**src/rtl/rand_pkg.sv**
```systemverilog
// Shared types and constants for the random-byte arbiter and its 8-bit LFSR core.
package rand_pkg;

  localparam int              LFSR_W    = 8;
  localparam logic [LFSR_W-1:0] LFSR_RST  = 8'hFF;
  // Feedback taps: bits 4, 3, 2 and 0 are XORed into the new MSB.
  localparam logic [LFSR_W-1:0] LFSR_TAPS = 8'b0001_1101;

  typedef enum logic [1:0] {
    IDLE  = 2'd0,
    STEP  = 2'd1,
    GRANT = 2'd2
  } state_e;

endpackage

```
**src/rtl/rand_arbiter_lfsr8_core.sv**
```systemverilog
// 8-bit Fibonacci LFSR with synchronous load; a zero seed is replaced by the reset value.
module lfsr8_core
  import rand_pkg::*;
(
  input  logic              clk,
  input  logic              rst,
  input  logic              step,
  input  logic              load,
  input  logic [LFSR_W-1:0] load_data,
  output logic [LFSR_W-1:0] q,
  output logic [LFSR_W-1:0] q_next
);

  assign q_next = {^(q & LFSR_TAPS), q[LFSR_W-1:1]};

  always_ff @(posedge clk or negedge rst) begin
    if (!rst) begin
      q <= LFSR_RST;
    end else if (load) begin
      // All-zero is the lock-up state of this LFSR, so it is never loaded.
      q <= (load_data == '0) ? LFSR_RST : load_data;
    end else if (step) begin
      q <= q_next;
    end
  end

endmodule

```
**src/rtl/rand_arbiter.sv**
```systemverilog
// Round-robin arbiter sharing one LFSR among NREQ requesters, STEPS shifts before each grant.
// Optional macro RAND_FREERUN_EN: LFSR also shifts on every IDLE cycle without a seed load.
module rand_arbiter
  import rand_pkg::*;
#(
  parameter int NREQ  = 4,
  parameter int STEPS = 4
) (
  input  logic              clk,
  input  logic              rst,
  input  logic [NREQ-1:0]   req,
  output logic [NREQ-1:0]   gnt,
  output logic [LFSR_W-1:0] rdata,
  input  logic              seed_valid,
  input  logic [LFSR_W-1:0] seed_data,
  output logic              seed_ready,
  output logic              busy,
  output logic [1:0]        state_dbg
);

  localparam int IDX_W = (NREQ > 1) ? $clog2(NREQ) : 1;
  localparam int CW    = IDX_W + 1;
  localparam int CNT_W = 4;
  localparam logic [NREQ-1:0] GNT_ONE = NREQ'(1);

  state_e            state;
  logic [IDX_W-1:0]  rr_ptr;
  logic [IDX_W-1:0]  idx;
  logic [CNT_W-1:0]  step_cnt;
  logic [IDX_W-1:0]  pick_idx;
  logic              pick_found;
  logic [CW-1:0]     cand;
  logic              lfsr_step;
  logic              lfsr_load;
  logic [LFSR_W-1:0] lfsr_q;
  logic [LFSR_W-1:0] lfsr_nxt;

  // Seed handshake: a seed transfers on any cycle with seed_valid && seed_ready;
  // seed_ready is high only in IDLE, and the seeder holds seed_valid until it sees it.
  assign seed_ready = (state == IDLE);
  assign busy       = (state != IDLE);
  assign state_dbg  = state;
  assign lfsr_load  = (state == IDLE) && seed_valid;

`ifdef RAND_FREERUN_EN
  assign lfsr_step = (state == STEP) || ((state == IDLE) && !seed_valid);
`else
  assign lfsr_step = (state == STEP);
`endif

  lfsr8_core u_lfsr (
    .clk       (clk),
    .rst       (rst),
    .step      (lfsr_step),
    .load      (lfsr_load),
    .load_data (seed_data),
    .q         (lfsr_q),
    .q_next    (lfsr_nxt)
  );

  // First asserted request scanning upward from rr_ptr, wrapping at NREQ.
  always_comb begin
    pick_found = 1'b0;
    pick_idx   = '0;
    cand       = '0;
    for (int i = 0; i < NREQ; i++) begin
      cand = {1'b0, rr_ptr} + CW'(i);
      if (cand >= CW'(NREQ)) cand = cand - CW'(NREQ);
      if (!pick_found && req[cand[IDX_W-1:0]]) begin
        pick_found = 1'b1;
        pick_idx   = cand[IDX_W-1:0];
      end
    end
  end

  always_ff @(posedge clk or negedge rst) begin
    if (!rst) begin
      state    <= IDLE;
      rr_ptr   <= '0;
      idx      <= '0;
      step_cnt <= '0;
      gnt      <= '0;
      rdata    <= '0;
    end else begin
      gnt   <= '0;
      rdata <= '0;
      case (state)
        IDLE: begin
          if (!seed_valid && pick_found) begin
            idx      <= pick_idx;
            step_cnt <= CNT_W'(STEPS - 1);
            state    <= STEP;
          end
        end
        STEP: begin
          if (step_cnt == '0) begin
            state <= GRANT;
            // The pulse is registered, so it is decided on the edge that enters
            // GRANT; rdata takes the value produced by the final shift.
            if (req[idx]) begin
              gnt    <= GNT_ONE << idx;
              rdata  <= lfsr_nxt;
              rr_ptr <= (idx == IDX_W'(NREQ - 1)) ? '0 : idx + IDX_W'(1);
            end
          end else begin
            step_cnt <= step_cnt - CNT_W'(1);
          end
        end
        GRANT:   state <= IDLE;
        default: state <= IDLE;
      endcase
    end
  end

endmodule

```
**config.mk**
```make
export PLATFORM = sky130hd
export DESIGN_NAME = rand_arbiter
export DESIGN_NICKNAME = d
export VERILOG_FILES = /design/src/rtl/rand_pkg.sv /design/src/rtl/rand_arbiter_lfsr8_core.sv /design/src/rtl/rand_arbiter.sv
export SDC_FILE = /design/constraint.sdc
export NUM_CORES = 1
export LEC_CHECK = 0
export BUFFER_PORTS_ARGS = -buffer_cell sky130_fd_sc_hd__clkbuf_2
export CORE_MARGIN = 2
export CORE_UTILIZATION = 40
export CTS_CLUSTER_DIAMETER = 60
export DETAILED_ROUTE_END_ITERATION = 8
export RECOVER_POWER = 25
export SYNTH_ARGS = -nofsm -noshare
export SYNTH_HDL_FRONTEND = slang
export SYNTH_SLANG_ARGS = --single-unit
```
**constraint.sdc**
```tcl
create_clock -name clk -period 1.6 [get_ports clk]
set_clock_uncertainty 0.05 [all_clocks]
set_input_delay 0 -clock clk [delete_from_list [all_inputs] [get_ports clk]]
set_output_delay 0 -clock clk [all_outputs]
set_load 0.05 [all_outputs]
```
; Yosys cells after proc, flatten, opt, wreduce, memory -nomap -nowiden
; Cells that the tools add are included.
[totals]
inputBits = 15
word_cells = 89
output_inout_bits = 16
regBits = 30
[op_classes]
n_lt_le_gt_ge = 9
eq_ne = 5
addsub = 9
reduce_logical = 20
mux = 38
n_shift = 1
[ops]
columns = op, n
row1 = 2-to-1 mux 8 bit, 6
row2 = 2-to-1 mux 2 bit, 11
row3 = 2-to-1 mux 4 bit, 5
row4 = "less-than comparator 2 x 3 -> 1 bit, second input constant", 5
row5 = binary-select mux 1 bit (select 2 bit), 5
row6 = ">= comparator 3 bit, second input constant", 3
row7 = 2-to-1 mux 1 bit, 9
row8 = zero test 8 bit, 1
row9 = one-hot mux 4 bit (2 select lines), 1
row10 = XOR reduction 8 bit, 1
row11 = "subtractor 2 x 1 -> 2 bit, second input constant", 4
row12 = "adder 2 x 2 -> 3 bit, second input constant", 2
row13 = AND reduction 3 bit, 2
row14 = nonzero test 2 bit, 3
row15 = logical AND 1 bit, 5
row16 = zero test 1 bit, 4
row17 = zero test 4 bit, 1
row18 = "inequality test 2 x 1 -> 1 bit, second input constant", 2
row19 = one-hot mux 2 bit (2 select lines), 1
row20 = AND reduction 2 bit, 2
row21 = "<< shifter 1 x 2 -> 4 bit, first input constant", 1
row22 = "subtractor 4 x 1 -> 4 bit, second input constant", 1
row23 = "adder 2 x 1 -> 3 bit, second input constant", 1
row24 = ">= comparator 2 x 3 -> 1 bit, second input constant", 1
row25 = other kinds (5), 5

; Longest topological paths before layout
; Gate-level depths: netlist of the first run.
[depth]
ltp_word = 17
depth_mapped = 6
mapped_depth_nobuf = 6

; Modules after synthesis
; Synthesis of the first run repeated with hierarchy kept, for this count alone.
[unflattened]
cells_unflattened = 151
area_unflattened_um2 = 1610.3
[by_module_without_submodules]
columns = module, seq_area_each_um2, area_per_inst_um2, cells_per_inst, instances
row1 = rand_arbiter, 550.5, 1062.3, 91, 1
row2 = lfsr8_core, 210.2, 548.0, 60, 1

; Least setup slack after synthesis of the first run
; Ideal clock, no wire load.
[synth_timing]
path_kind = register -> register
startpoint = register state[0], in the netlist state_dbg[0]
endpoint = register u_lfsr.q[2]
setup_time_ns = 0.094
synth_period_minus_slack_ns = 2.211
t_required_ns = 1.456
stages_incl_launch_ff = 5
t_arrival_ns = 2.067
setup_slack_ns = -0.611
n_path_buf = 0
path_cell_list = dfrtp_1 nor2_1 nand2_1 nor3_1 a31oi_1
[synth_via]
elab_chain_cells = 3
elab_cells_between_ends = 5
cone_classes = eq/ne: 1 / mux: 1 / reduce/logical: 3
[synth_rtl]
columns = item, line_no
row1 = from (decl), rand_arbiter.sv:26  ; state_e state;
row2 = from (signal assigned), rand_arbiter.sv:78  ; state <= IDLE;
row3 = from (signal assigned), rand_arbiter.sv:92  ; state <= STEP;
row4 = from (signal assigned), rand_arbiter.sv:97  ; state <= GRANT;
row5 = zero test 2 bit (*), -
row6 = via seed_ready, rand_arbiter.sv:16  ; output logic seed_ready,
row7 = logical AND 1 bit (*), rand_arbiter.sv:43  ; assign lfsr_load = (state == IDLE) && seed_valid;
row8 = 2-to-1 mux 8 bit or nonzero test 2 bit (tied branches), -
row9 = to (signal assigned), rand_arbiter_lfsr8_core.sv:21  ; q <= (load_data == '0) ? LFSR_RST : load_data;
row10 = to (signal assigned), rand_arbiter_lfsr8_core.sv:23  ; q <= q_next;
row11 = to (decl), rand_arbiter_lfsr8_core.sv:10  ; output logic [LFSR_W-1:0] q,
; Mark *: on every way through the listed nets, which the timed path passes. The rest lies on a longest branch.
; A chain may end at the register's enable or synchronous reset.

; Final worst setup path of the first run
[layout_timing]
startpoint = register step_cnt[1]
endpoint = register step_cnt[0]
[layout_via]
elab_chain_cells = 3
[layout_rtl]
columns = item, line_no
row1 = from (decl), rand_arbiter.sv:29  ; logic [CNT_W-1:0] step_cnt;
row2 = from (signal assigned), rand_arbiter.sv:91  ; step_cnt <= CNT_W'(STEPS - 1);
row3 = from (signal assigned), rand_arbiter.sv:106  ; step_cnt <= step_cnt - CNT_W'(1);
row4 = zero test 4 bit, rand_arbiter.sv:96  ; if (step_cnt == '0) begin
row5 = inequality test 2 bit (no source line), -
row6 = AND reduction 3 bit (no source line), -
; Every way passes these cells.

==> results of run 1 <==
==> placed cells by master, fill, tap and decap left out, types with 3 or more instances in the layout <==
| cell | instances |
|---|---|
| dfrtp_1 | 21 |
| clkbuf_2 | 19 |
| buf_4 | 13 |
| and3_1 | 12 |
| nor2_1 | 11 |
| dlygate4sd3_1 | 9 |
| clkbuf_1 | 9 |
| dfstp_2 | 8 |
| nand2_1 | 6 |
| a22oi_1 | 6 |
| o21ai_1 | 6 |
| ha_1 | 6 |
| clkbuf_8 | 6 |
| inv_1 | 5 |
| o21ai_0 | 4 |
| nand2b_1 | 3 |
| xor2_1 | 3 |
| nand3_1 | 3 |
| nor3_1 | 3 |
==> kinds of logic after synthesis <==
kind of cell	after synthesis
buf+inv	10
flops	30
fa+ha+maj	6
simple gates	54
mux	3
xor+xnor	5
compound gates	27
==> flip-flops by register name, summed over array words and instances (netlist names) <==
register and flops:
gnt 4, rr_ptr 2, rdata 8, step_cnt 4, idx 2, u_lfsr.q 8, state_dbg 2
==> through the flow <==
stage / utilization (%) / hold WS (ns) / instances
after floorplan: - / -0.346 / 135
after global placement: 49.1 / 0.0238 / 221
after detailed placement: 49.1 / 0.0447 / 221
after CTS: 56.2 / 0.0386 / 241
after global routing: 55.8 / 0.0538 / 239
final: 55.8 / 0.0352 / 239
==> cell type report <==
type,count,area [sq um]
Timing Repair Buffer,51,328
Sequential cell,30,762
Multi-Input combinational cell,95,707
Clock buffer,6,82.6
Fill cell,328,1610
Inverter,7,26.3
Tap cell,48,60.1
Clock inverter,2,60.1
==> worst max-delay path: cells and delay by family (launching register included) <==
kind,cells,cell delay (ns)
flops,1,0.39
compound gates,1,0.16
fa+ha+maj,1,0.13
simple gates,3,0.81
buf+inv,1,0.06
==> metal layers <==
metal | routed length [um] | GRT usage (%) | up-vias
li1 | - | - | 589
met1 | 1380 | 20.6 | 572
met2 | 1500 | 26.4 | 23
met3 | 122 | 5.38 | 4
met4 | 25 | 5.73 | 0
met5 | 0 | 0 | -
==> worst max-delay path by stage <==
stage / from / endpoint / slack, ns / cells after the start
final: step_cnt[1] / step_cnt[0] / -0.11 / 6
after global routing: step_cnt[0] / step_cnt[0] / -0.17 / 6
after CTS: step_cnt[0] / step_cnt[0] / -0.11 / 6
after detailed placement: step_cnt[1] / step_cnt[0] / -0.12 / 6
after global placement: step_cnt[0] / step_cnt[0] / -0.06 / 6
after floorplan: step_cnt[0] / rr_ptr[0] / -0.1 / 6
==> timing repair <==
| action | 4_1_cts | 5_1_grt |
|---|---|---|
| hold buffers | 9 | 0 |
| pin swaps | 0 | 5 |
| resized for setup | 2 | 2 |
| setup buffers | 3 | 0 |
| hold endpoints to repair | 30 | 0 |
| endpoints found under the setup margin | 4 | 22 |
==> power by group through the flow <==
stage / Combinational (W) / Sequential (W) / Clock, W
4_1_cts: 0.00179 / 0.00132 / 0.000958
5_1_grt: 0.00197 / 0.00136 / 0.000992
3_3_place_gp: 0.00165 / 0.00132 / 0
2_1_floorplan: 0.00106 / 0.00143 / 0
6_report: 0.00178 / 0.00132 / 0.000944
3_5_place_dp: 0.00170 / 0.00133 / 0
==> cell usage after synthesis (all sizes together) (2+ instances only) <==
cell / instances
xnor2: 2
mux2: 2
and3: 12
xor2: 3
inv: 7
and2: 2
dfrtp: 22
a22oi: 6
nor2: 15
ha: 6
o22ai: 2
nand2b: 3
buf: 2
nor3: 4
nand3: 3
a21oi: 2
o21ai: 10
dfstp: 8
nand2: 6
==> impl_metrics.env, run 1 <==
export IMPL_max_stage_delay_ns=0.41
export IMPL_synth_compound_area_share_pct=13.4
export IMPL_synth_simple_area_share_pct=21.4
export IMPL_rr_worst_depth=6
export IMPL_grt_pass1_vias=1158
export IMPL_setup_viol=4
export IMPL_cts_tree="yes"
export IMPL_io_pins=31
export IMPL_rows=22
export IMPL_cell_internal_pwr_w=0.00258
export IMPL_crit_type="reg2reg"
export IMPL_fin_nets=211
export IMPL_async_flop_share_pct=100
export IMPL_power_w=0.00405
export IMPL_numCtsBuffers=5
export IMPL_reg2reg_to="step_cnt[0]"
export IMPL_grt_pass1_wl_um=5170
export IMPL_grt_max_degree=31
export IMPL_path_cells="inv_2 > ha_1 > or3b_4 > and2_4 > or2_4 > o21a_1"
export IMPL_cp_slowest_cell="or3b_4"
export IMPL_portBuffers=30
export IMPL_rsz0062_at_grt="true"
export IMPL_peakVddDrop_mv=1.25
export IMPL_cellPowerDensity_nw_per_um2=2000
export IMPL_run_status="complete, but fails checks"
export IMPL_synth_top_family_by_area="simple AND/OR/NAND/NOR gates"
export IMPL_die_area_sq_um=4230
export IMPL_holdCritPathClass="in2reg"
export IMPL_cts_max_level=2
export IMPL_synth_edff_count=0
export IMPL_failed_checks="setup timing"
export IMPL_fp_coreArea_sq_um=3630
export IMPL_swShare_pct=36.3
export IMPL_critPathLaunchType="flip-flop"
export IMPL_slew_headroom_pct=51.6
export IMPL_yosysSeqAreaShare_pct=51.0
export IMPL_synth_mux_area_share_pct=3.53
export IMPL_yosysTopAreaCell="dfrtp_1"
export IMPL_worst_setup_path_end_kind="flip-flop"
export IMPL_synthesis_area_sq_um=1490
export IMPL_comb_power_share_pct=43.9
export IMPL_final_max_slew_viol_count=0
export IMPL_synth_top_cell_area_share_pct=36.9
export IMPL_hold_viol=0
export IMPL_synthTopCellsByArea="dfrtp_1, dfstp_2, and3_1"
export IMPL_dr_total_vias=1188
export IMPL_pwr_share_seq_pct=32.7
export IMPL_die_width_um=65.0
export IMPL_wl_per_cell_um=12.7
export IMPL_drt_iter0_markers=46
export IMPL_timing_final_crit_period_ns=1.71
export IMPL_syn_num_nets=156
export IMPL_reg2reg_slack_ns=-0.11
export IMPL_ys_warn_count=0
export IMPL_layout_setup_ws_ns=-0.110
export IMPL_postLayoutCellArea_sq_um=2030
export IMPL_clkLatencyLatePin_ns=0.28
export IMPL_worstPathArrival_ns=1.83
export IMPL_clock_sinks=30
export IMPL_synth_cell_type_count=40
export IMPL_totalWireLength_um=3030
export IMPL_rr_startpoint="step_cnt[1]"
export IMPL_syn2layout_area_growth_pct=35.9
export IMPL_worstPathRequired_ns=1.72
export IMPL_pre_cts_slack_ns=-0.118
export IMPL_synthXorXnorAreaFrac_pct=2.94
export IMPL_dr_pass1_iters=4
export IMPL_holdCritStartpoint="seed_valid"
export IMPL_dpl_hpwl_um=2200
export IMPL_n_antenna_cell=0
export IMPL_overflow=0
export IMPL_leakagePower_nw=0.967
export IMPL_p_sw_w=0.00147
export IMPL_period_share_pct=107
export IMPL_fmax_ghz=0.585
export IMPL_final_layout_size_suffix_gt1_share_pct=35.6
export IMPL_start_util_pct=41.0
export IMPL_hold_path_cell_count=3
export IMPL_place_area_sq_um=1790
export IMPL_cts_buffer_depth=2
export IMPL_tightest_slew_ns=0.726
export IMPL_synth_seq_cells=30
export IMPL_ys_flop_type="dfrtp_1"
export IMPL_holdPathEnd="step_cnt[2]"
export IMPL_critPathMaxFanout=4
export IMPL_syn_area_per_cell_sq_um=11.0
export IMPL_post_route_drc_count=0
export IMPL_drv_cap=0
export IMPL_vias_per_cell=4.97
export IMPL_clkTransAtPathRegs_ns=0.06
export IMPL_gp_congestion=0.766
export IMPL_clkPwrFrac_pct=23.3
export IMPL_finalSetupTns_ns=-0.405
export IMPL_drtAntennaViolNets=0
export IMPL_grtUsageTotal_pct=16.4
export IMPL_ctsRootBufferMaster="clkbuf_8"
export IMPL_die_h_um=65.0
export IMPL_synth_adder_area_share_pct=5.04
export IMPL_antenna_found_initial=0
export IMPL_synthCells=135
(Power assumes the default switching activity.)
==> run 2, diff against run 1 <==
--- a/config.mk
+++ b/config.mk
@@ -6,6 +6,7 @@
 export NUM_CORES = 1
 export LEC_CHECK = 0
 export BUFFER_PORTS_ARGS = -buffer_cell sky130_fd_sc_hd__clkbuf_2
+export CORE_ASPECT_RATIO = 1.4
 export CORE_MARGIN = 2
 export CORE_UTILIZATION = 40
 export CTS_CLUSTER_DIAMETER = 60
==> impl_metrics.env, run 2 (synthesized netlist as in run 1, its figures left out) <==
export IMPL_run_status="complete, but fails checks"
export IMPL_failed_checks="setup timing"
export IMPL_period_share_pct=108
export IMPL_start_util_pct=41.3
export IMPL_cellPowerDensity_nw_per_um2=1880
export IMPL_drv_cap=0
export IMPL_rows=26
export IMPL_crit_path_end="step_cnt[0]"
export IMPL_cts_max_level=2
export IMPL_ctsRootBufferMaster="clkbuf_8"
export IMPL_die_width_um=55.6
export IMPL_drt_iter0_markers=25
export IMPL_pwr_share_seq_pct=35.9
export IMPL_reg_top3="rdata: 8 flops, u_lfsr.q: 8 flops"
export IMPL_path_cells="inv_2 > ha_1 > or3b_4 > and2_4 > or2_4 > o21a_1"
export IMPL_post_route_drc_count=0
export IMPL_rr_startpoint="step_cnt[0]"
export IMPL_dr_pass1_iters=4
export IMPL_grt_pass1_vias=1280
export IMPL_fin_nets=211
export IMPL_layout_cells_non_filler=233
export IMPL_cp_slowest_cell="or3b_4"
export IMPL_slew_headroom_pct=52.4
export IMPL_p_sw_w=0.00148
export IMPL_die_area_sq_um=4240
export IMPL_fp_coreArea_sq_um=3610
export IMPL_dr_total_vias=1211
export IMPL_vias_per_cell=5.20
export IMPL_cts_tree="yes"
export IMPL_layout_setup_ws_ns=-0.121
export IMPL_worstPathRequired_ns=1.72
export IMPL_critPathLaunchType="flip-flop"
export IMPL_critPathLaunch="step_cnt[0]"
export IMPL_fmax_ghz=0.581
export IMPL_swShare_pct=40.2
export IMPL_path_buf_inv=1
export IMPL_leakagePower_nw=0.949
export IMPL_hold_viol=0
export IMPL_dp_cells=215
export IMPL_comb_power_share_pct=48.2
export IMPL_setup_viol=4
export IMPL_timing_final_crit_period_ns=1.72
export IMPL_totalWireLength_um=3220
export IMPL_dpl_hpwl_um=2250
export IMPL_cp_depth=6
export IMPL_multi_input_area_sq_um=709
export IMPL_grtUsageTotal_pct=16.7
export IMPL_clkTransAtPathRegs_ns=0.06
export IMPL_max_stage_delay_ns=0.41
export IMPL_critPathMaxFanout=4
export IMPL_final_max_slew_viol_count=0
export IMPL_postLayoutCellArea_sq_um=1960
export IMPL_cp_top_family="simple AND/OR/NAND/NOR gates"
export IMPL_clock_sinks=30
export IMPL_die_h_um=76.2
export IMPL_power_w=0.00370
export IMPL_final_core_util_pct=54.4
export IMPL_seq_area_sq_um=762
export IMPL_grt_max_degree=31
export IMPL_overflow=0
export IMPL_io_pins=31
export IMPL_rr_worst_depth=6
export IMPL_clkPwrFrac_pct=16.0
export IMPL_layout_commonest_cell="dfrtp_1"
export IMPL_rsz0062_at_grt="true"
export IMPL_tightest_slew_ns=0.714
export IMPL_reg2reg_to="step_cnt[0]"
export IMPL_place_area_sq_um=1780
export IMPL_portBuffers=30
export IMPL_crit_type="reg2reg"
export IMPL_grt_pass1_wl_um=5520
export IMPL_numCtsBuffers=5
export IMPL_pre_cts_slack_ns=-0.111
export IMPL_antenna_found_initial=0
export IMPL_reg2reg_slack_ns=-0.12
export IMPL_gp_congestion=0.837
export IMPL_n_antenna_cell=0
export IMPL_worstPathArrival_ns=1.84
export IMPL_cts_buffer_depth=2
export IMPL_drtAntennaViolNets=0
export IMPL_layout_common_cells="dfrtp_1, clkbuf_2, buf_4"
export IMPL_peakVddDrop_mv=1.36
export IMPL_final_layout_size_suffix_gt1_share_pct=35.1
export IMPL_wl_per_cell_um=13.8
export IMPL_fillCellCount=315
export IMPL_clkLatencyLatePin_ns=0.28
export IMPL_holdCritPathClass="in2reg"
export IMPL_syn2layout_area_growth_pct=31.8
export IMPL_worst_setup_path_end_kind="flip-flop"
export IMPL_cell_internal_pwr_w=0.00221
[run 2: worst register-to-register path: stages, from the launching register on]
cell and delay, ns:
dfrtp_1 0.39, inv_2 0.07, ha_1 0.13, or3b_4 0.41, and2_4 0.16, or2_4 0.24, o21a_1 0.17
[run 2: power by group through the flow]
stage / combinational [W] / clock (W) / sequential (W)
after floorplan: 0.00106 / 0 / 0.00143
after global placement: 0.00165 / 0 / 0.00132
after detailed placement: 0.00169 / 0 / 0.00133
after CTS: 0.00178 / 0.000603 / 0.00133
after global routing: 0.00197 / 0.000633 / 0.00136
final: 0.00178 / 0.000590 / 0.00133
[run 2: what timing repair did]
| action | 4_1_cts | 5_1_grt |
|---|---|---|
| setup endpoints to repair | 4 | 13 |
| setup buffers | 3 | 1 |
| gates cloned | 0 | 0 |
| hold buffers | 9 | 0 |
| resized for setup | 2 | 2 |
| pin swaps | 0 | 5 |
| hold endpoints to repair | 30 | 0 |
[run 2: worst min-delay path by stage]
stage | depth (start not counted) | slack [ns] | to | startpoint
floorplan | 0 | -0.35 | gnt[0] | rst
global placement | 1 | 0.04 | step_cnt[3] | rst
detailed placement | 1 | 0.04 | rr_ptr[0] | rst
CTS | 3 | 0.005 | step_cnt[3] | seed_valid
global route | 3 | 0.07 | step_cnt[3] | seed_valid
finish | 3 | 0.04 | step_cnt[3] | seed_valid
[run 2: layout make-up]
type	count	area share, %
Multi-Input combinational cell	95	36.1
Tap cell	42	2.68
Sequential cell	30	38.8
Timing Repair Buffer	51	16.8
Clock inverter	3	0.828
Clock buffer	5	3.50
Inverter	7	1.34
[run 2: through the flow]
| stage | setup TNS (ns) | hold WS, ns |
|---|---|---|
| floorplan | -0.387 | -0.346 |
| global placement | -0.217 | 0.0353 |
| detailed placement | -0.393 | 0.0447 |
| CTS | -0.346 | 0.00531 |
| global route | -0.545 | 0.0685 |
| finish | -0.402 | 0.0411 |
[run 2: metal layers]
layer	up-vias	track usage [%]	share of wire (%)
li1	589	-	-
met1	571	17.9	41
met2	37	27.7	50
met3	14	5.09	4.5
met4	0	11.0	4.5
met5	-	0	0
